$ cat src/rtl/eth_tx_arbiter.sv
// eth_tx_arbiter: frame-granular round-robin sharing of one MAC TX byte port among N_PORTS sources.
// Beats arriving without sof while idle are acked and counted so a bad source cannot stall the MAC.
module eth_tx_arbiter #(
   parameter int N_PORTS = 4,
   localparam int IDW = (N_PORTS > 1) ? $clog2(N_PORTS) : 1
) (
   input  logic                 clk_mac,
   input  logic                 rst_n,
   input  logic [N_PORTS-1:0]   req_vld,
   input  logic [8*N_PORTS-1:0] req_dat,
   input  logic [N_PORTS-1:0]   req_sof,
   input  logic [N_PORTS-1:0]   req_eof,
   output logic [N_PORTS-1:0]   req_ack,
   output logic                 tx_vld,
   output logic [7:0]           tx_dat,
   output logic                 tx_sof,
   output logic                 tx_eof,
   input  logic                 tx_ack,
   output logic [IDW-1:0]       grant_id,
   output logic                 busy,
   output logic                 frame_done,
   output logic [15:0]          drop_cnt
);
   typedef enum logic {IDLE, ACTIVE} state_t;
   state_t                 r_state;
   logic [IDW-1:0]         r_rr;
   logic [IDW-1:0]         r_grant;
   logic                   r_busy;
   logic                   r_done;
   logic [15:0]            r_drop;
   logic                   w_active;
   logic [N_PORTS-1:0]     w_cand;
   logic [N_PORTS-1:0]     w_stray;
   logic [2*N_PORTS-1:0]   w_dbl;
   logic [IDW-1:0]         w_off;
   logic                   w_found;
   logic [IDW:0]           w_sum;
   logic [IDW-1:0]         w_pick;
   logic [3:0]             w_nstray;
   logic [16:0]            w_dsum;
   logic                   w_eof_hs;
   logic [IDW-1:0]         w_rr_nxt;
   assign w_active = (r_state == ACTIVE);
   assign w_cand   = req_vld & req_sof;
   assign w_stray  = req_vld & ~req_sof;
   assign tx_vld   = w_active & req_vld[r_grant];
   assign tx_sof   = w_active & req_sof[r_grant];
   assign tx_eof   = w_active & req_eof[r_grant];
   assign tx_dat   = w_active ? req_dat[{r_grant, 3'b000} +: 8] : 8'h00;
   assign req_ack  = w_active ? ({{(N_PORTS-1){1'b0}}, tx_ack} << r_grant) : (rst_n ? w_stray : '0);
   assign w_eof_hs = tx_vld & tx_ack & tx_eof;
   assign w_rr_nxt = (r_grant == IDW'(N_PORTS-1)) ? '0 : r_grant + 1'b1;
   assign grant_id   = r_grant;
   assign busy       = r_busy;
   assign frame_done = r_done;
   assign drop_cnt   = r_drop;
   // Rotating the doubled candidate vector by rr turns the wrapped search into a plain lowest-bit pick.
   always_comb begin
      w_dbl   = {w_cand, w_cand} >> r_rr;
      w_off   = '0;
      w_found = 1'b0;
      for (int i = N_PORTS-1; i >= 0; i--) begin
         if (w_dbl[i]) begin
            w_off   = IDW'(i);
            w_found = 1'b1;
         end
      end
      w_sum    = {1'b0, r_rr} + {1'b0, w_off};
      w_pick   = (w_sum >= (IDW+1)'(N_PORTS)) ? IDW'(w_sum - (IDW+1)'(N_PORTS)) : IDW'(w_sum);
      w_nstray = '0;
      for (int i = 0; i < N_PORTS; i++) w_nstray = w_nstray + {3'b000, w_stray[i]};
      w_dsum   = {1'b0, r_drop} + {13'd0, w_nstray};
   end
   always_ff @(posedge clk_mac) begin
      if (!rst_n) begin
         r_state <= IDLE;
         r_rr    <= '0;
         r_grant <= '0;
         r_busy  <= 1'b0;
         r_done  <= 1'b0;
         r_drop  <= '0;
      end else begin
         r_done <= 1'b0;
         if (r_state == IDLE) begin
            r_drop <= w_dsum[16] ? 16'hFFFF : w_dsum[15:0];
            if (w_found) begin
               r_grant <= w_pick;
               r_state <= ACTIVE;
               r_busy  <= 1'b1;
            end
         end else if (w_eof_hs) begin
            r_rr    <= w_rr_nxt;
            r_state <= IDLE;
            r_busy  <= 1'b0;
            r_done  <= 1'b1;
         end
      end
   end
endmodule

$ cat config.mk
export PLATFORM = sky130hd
export DESIGN_NAME = eth_tx_arbiter
export DESIGN_NICKNAME = d
export VERILOG_FILES = /design/src/rtl/eth_tx_arbiter.sv
export SDC_FILE = /design/constraint.sdc
export NUM_CORES = 1
export LEC_CHECK = 0
export ABC_AREA = 1
export BUFFER_PORTS_ARGS = -buffer_cell sky130_fd_sc_hd__clkbuf_2
export CORE_ASPECT_RATIO = 0.8
export CORE_MARGIN = 3
export CORE_UTILIZATION = 47
export DETAILED_ROUTE_END_ITERATION = 10
export GPL_TIMING_DRIVEN = 0
export PLACE_DENSITY = 0.89
export SYNTH_ARGS = -nofsm -noshare
export SYNTH_HDL_FRONTEND = slang
export SYNTH_SLANG_ARGS = --single-unit
$ cat constraint.sdc
create_clock -name clk_mac -period 3.6 [get_ports clk_mac]
set_input_delay 0.54 -clock clk_mac [delete_from_list [all_inputs] [get_ports clk_mac]]
set_output_delay 0.54 -clock clk_mac [all_outputs]
set_load 0.05 [all_outputs]
# Yosys cells after proc, flatten, opt, wreduce, memory -nomap -nowiden
# Cells that the tools add are included.
[classes] shifts=3 magnitude_cmp=2 bitwise_logic=9 n_eq_ne=2 add_sub_neg=7 n_reduce_logical=5 mux=27
[op_table] operator="32-bit by 6-bit indexed part select with 8-bit output" count=1
[op_table] operator="16-bit by 4-bit adder with 17-bit output" count=1
[op_table] operator="16-bit two-way mux" count=1
[op_table] operator="1-bit two-way mux" count=14
[op_table] operator="2-bit two-way mux" count=6
[op_table] operator="4-bit bitwise AND" count=2
[op_table] operator="4-bit two-way mux" count=2
[op_table] operator="8-bit two-way mux" count=1
[op_table] operator="2-bit AND reduction" count=4
[op_table] operator="8-bit by 2-bit >> shifter with 4-bit output" count=1
[op_table] operator="1-bit binary-select mux with 2-bit select" count=3
[op_table] operator="1-bit bitwise AND" count=5
[op_table] operator="3-bit by 1-bit adder with 4-bit output" count=1
[op_table] operator="4-bit NOT" count=1
[op_table] operator="1-bit by 2-bit << shifter with 4-bit output" count=1
[op_table] operator="2-bit by 1-bit adder with 3-bit output" count=1
[op_table] operator="2-bit by 2-bit adder with 3-bit output" count=1
[op_table] operator="3-bit >= comparator, second input constant" count=1
[op_table] operator="2-bit by 3-bit less-than comparator with 1-bit output, second input constant" count=1
[op_table] operator="1-bit by 1-bit adder with 2-bit output" count=1
[op_table] operator="2-bit by 1-bit adder with 2-bit output, second input constant" count=1
[op_table] operator="2-bit == test, second input constant" count=1
[op_table] operator="2-bit by 1-bit inequality test with 1-bit output, second input constant" count=1
[op_table] operator="2-bit nonzero test" count=1
[op_table] operator="2 further kinds" count=2
[totals] word_cells=61 out_inout_bits=35 regBits=23 in_bits=47

# Longest topological paths before layout
[depth] word_depth=9 depth_mapped=14 mapped_depth_nobuf=14

# Worst setup path after synthesis
# Ideal clock, no wire load.
[synth_path] path_type="register to output" start="reg r_grant[0], in the netlist grant_id[0]" end="out tx_dat[3]" arrival_ps=2578 setup_slack_ps=482 required_time_ps=3060 stages_incl_launch_ff=5 n_path_buf=2 cell_sequence="dfxtp_1 -> buf_2 -> clkbuf_1 -> nor2_1 -> o32ai_1"
[synth_via] elab_chain_cells=2
[synth_lines] item="start: declaration" line_no="27" text="logic [IDW-1:0] r_grant;"
[synth_lines] item="start signal: assignment" line_no="87" text="r_grant <= w_pick;"
[synth_lines] item="32-bit by 6-bit indexed part select with 8-bit output" line_no="49" text="assign tx_dat = w_active ? req_dat[{r_grant, 3'b000} +: 8] : 8'h00;"
[synth_lines] item="8-bit two-way mux" line_no="49"
[synth_lines] item="end: declaration" line_no="15" text="output logic [7:0] tx_dat,"
# No other way between the ends.

# Worst setup path in the final report
[layout_path] start="in req_sof[2]" end="reg r_drop[8], in the netlist drop_cnt[8]"
[layout_via] elab_chain_cells=6
[layout_lines] item="start: declaration" line_no="11" text="input logic [N_PORTS-1:0] req_sof,"
[layout_lines] item="4-bit NOT" line_no="45" text="assign w_stray = req_vld & ~req_sof;"
[layout_lines] item="4-bit bitwise AND" line_no="45"
[layout_lines] item="2-bit by 1-bit adder with 3-bit output" line_no="71" text="for (int i = 0; i < N_PORTS; i++) w_nstray = w_nstray + {3'b000, w_stray[i]};"
[layout_lines] item="3-bit by 1-bit adder with 4-bit output" line_no="71"
[layout_lines] item="16-bit by 4-bit adder with 17-bit output" line_no="72" text="w_dsum = {1'b0, r_drop} + {13'd0, w_nstray};"
[layout_lines] item="16-bit two-way mux" line_no="85" text="r_drop <= w_dsum[16] ? 16'hFFFF : w_dsum[15:0];"
[layout_lines] item="end signal: assignment" line_no="85"
[layout_lines] item="end: declaration" line_no="30" text="logic [15:0] r_drop;"
# No other way between the ends.
# A chain may end at the register's enable or synchronous reset.

==> results list <==
- The share of synthesized area in the top cell type comes to 25.22%.
- Clock-pin slew reported for the worst setup and hold paths after clock tree synthesis: 0.07 ns
- Clock Latency Late Sink: 0.27 ns
- Type of the most critical hold path: reg -> reg
- The number of antenna violations at the first check in global routing is 0.
- The floorplan step defined a die boundary enclosing 4672 sq um.
* Post-synth EDFFs: 0
* Worst slack on hold paths: 0.4880 ns
- First-pass DRT Iterations: 5
- Total CTS buffers: 3
- Ratio of final minimum period to clock period: 79.23%
- After routing, the total negative slack on setup checks comes to 0 ns.
- Most used flip-flop cell after synthesis: dfxtp_1
- Clock tree synthesis found a total of 23 sinks.
- The flow ran to the end, and the final reports show no timing, DRC or antenna violations.
* CTS-repair resized insts: 0
- Pwr/cell area: 463.7 nW/um^2
- Headroom to the max-slew limit: 54.39%
* Vias after detailed routing: 2204
- First-pass GRT wire length: 7.976 mm
* Fraction of registers with async set/reset: 0%
- In this run the mean area of a mapped cell was 6.339 sq um.
- Unrepaired setup endpoints after global routing: no
- At the end of routability-driven placement, the weighted congestion stood at about 0.90.
- In the routed layout, each cell is associated on average with a via count of roughly 5.2.
- The repair_antennas step left the layout with diodes totalling 0.
- Proportion of layout cells with a drive suffix above 1: slightly below 30%
- Summed over all layers, the routed wires come to approximately 5.3 mm.
- Global routing used 22.01% of the available tracks.
- Max-slew violation count: 0
- At the worst endpoint, the required time is 3.79 ns.
- The cell count after synthesis came out at 288.
* Maximum fanout along the worst path: 10
* Static Leak: 1.154 nW
- After clock tree synthesis, the setup repair step added 0 buffers.
- Crit path setup slack, layout: ~0.75 ns
- Maximum VDD drop: 282.5 uV
* Fraction of the yosys area taken by sequential cells: 25.22%
- After global routing the overflow that remains totals 0.
- The number of nets handed over by synthesis was ~340.
* Layout area overhead: 27.96%
- Worst setup slack before clock tree synthesis: 0.5062 ns
- PortBufs: 80
* CTS Hold Bufs: 0
- Between clock sinks in the finished design, the worst skew comes to 0.01060 ns.
- The net count of the finished layout is roughly 430.
* Height of the die: 61.74 microns
- From left edge to right edge, the die measures 75.68 microns.
- In this run the remaining antenna-violating nets after routing total 0.
- The tool flagged a number of max-cap violations equal to 0.
- In this run the number of H-tree levels came out at 1.
- Number of I/O pins: 82
- Area of the core: 3590 sq um
* Most numerous cell types in the synthesized netlist: nand2_1 (67), nor2_1 (55), inv_1 (26)
* Highest attainable clock frequency: between 300 and 400 MHz
- Measured on the finished design, the core utilization comes to 65.07%.
- Top post-synthesis cells by area: dfxtp_1 (25%), nand2_1 (14%), nor2_1 (11%)
* Tmin final: 2.852 ns
* Crit start category: input pin
* Endpoint kind of the worst setup timing path: flop
- Pin count of the biggest net entering global routing: 13
- The first routing iteration left 133 violations.
* Pin slew with the least headroom to its limit: 0.6842 ns
* Data arrival time of the critical path: 3.04 ns
* WL per Instance: around 13 microns
* Most repeated cell in the gate-level netlist after synthesis: nand2_1
* Number of global-route vias before repair: 1898
- The count of endpoints failing hold in the final timing report was 0.
- WS Path Type: in -> reg
* Count of cell types in the netlist: 32
- Number of rows in the core area: 19
- Post-DP HPWL: around 4.2 mm
- Initial Util: 50.85%
* Root Buffer: clkbuf_8
- CTS tree: built
- The Yosys step of the flow raised 0 warnings.
* Largest area contributor in the netlist: dfxtp_1
- Final setup viols: 0
* Maximum number of buffers from clock root to sink: 2
- Post-Syn Area: 1826 sq um
* DRC violations left: 0
- In this run, synthesis produced a sequential element count of 23.
- The layout has 325 filler cells.
[layer usage]
metal	vias up	global-route usage (%)	routed length [microns]
li1	1115	-	-
met1	990	27.51	2455
met2	87	37.76	2444
met3	12	4.341	355
met4	0	8.479	82
met5	-	0	0
[path summary, 6_finish.rpt]
kind,from,end,slack (ns),depth (start not counted)
worst max-delay path,req_sof[2],drop_cnt[8],0.75,14
worst min-delay path,busy,busy,0.49,2
worst max register to register,drop_cnt[0],drop_cnt[8],0.80,12
worst min register to register,busy,busy,0.49,2
[worst max-delay path: stages]
cell and delay, ns:
clkbuf_2 0.09, inv_1 0.07, nand2_1 0.11, fa_1 0.49
fa_1 0.42, inv_1 0.10, fa_1 0.23, nand3_2 0.12
nor3_4 0.21, nand2_2 0.12, nor2_4 0.12, nand2_2 0.10
buf_6 0.18, a21oi_2 0.14
[layout by cell type (no fill, tap or decap), types with 5 or more instances in the layout]
cell type	instances
clkbuf_2	80
o32ai_1	5
o21ai_0	19
a21oi_1	12
inv_1	26
dfxtp_1	23
nor2_1	55
a21oi_2	7
clkbuf_1	6
nand3_1	21
nand2_1	67
[sequential cells by signal, summed over array words and instances, names as in the netlist]
| name | flops |
|---|---|
| grant_id | 2 |
| r_state | 1 |
| busy | 1 |
| r_rr | 2 |
| frame_done | 1 |
| drop_cnt | 16 |
[area by class of cell]
cell class / count / area, sq um / share of cell area, %
Multi-Input combinational cell: 229 / 1210 / 51.79
Sequential cell: 23 / 460.4 / 19.71
Inverter: 26 / 97.59 / 4.178
Timing Repair Buffer: 80 / 400.4 / 17.14
Buffer: 10 / 57.56 / 2.464
Clock buffer: 4 / 45.04 / 1.928
Tap cell: 52 / 65.06 / 2.785
[power by group]
group          switching, mW  internal [mW]  total [mW]  leakage (nW)
clock                 0.0815         0.0791       0.161        0.0228
sequential            0.0296          0.278       0.307         0.187
combinational          0.449          0.167       0.615         0.945
total                  0.560          0.523        1.08          1.15
[cells by family (layout without fill, tap and decap cells)]
kind of cell / after synthesis / count (layout) / share of synthesized area, %
AND/OR/NAND/NOR: 163 / 163 / 39.48
AO/OA/AOI/OAI: 53 / 53 / 18.09
buffers and inverters: 36 / 120 / 8.498
flip-flops: 23 / 23 / 25.22
XOR/XNOR: 7 / 7 / 3.359
adder cells (fa/ha/maj): 6 / 6 / 5.346
[per-stage QoR]
step	instances	instance area (sq um)	power (mW)
6_report	424	2336	1.083
5_1_grt	424	2336	1.156
4_1_cts	424	2336	1.083
3_5_place_dp	420	2291	0.9233
3_3_place_gp	420	2291	0.9098
2_1_floorplan	288	1826	0.7725
Note: power is estimated with default switching activity, not from simulation.
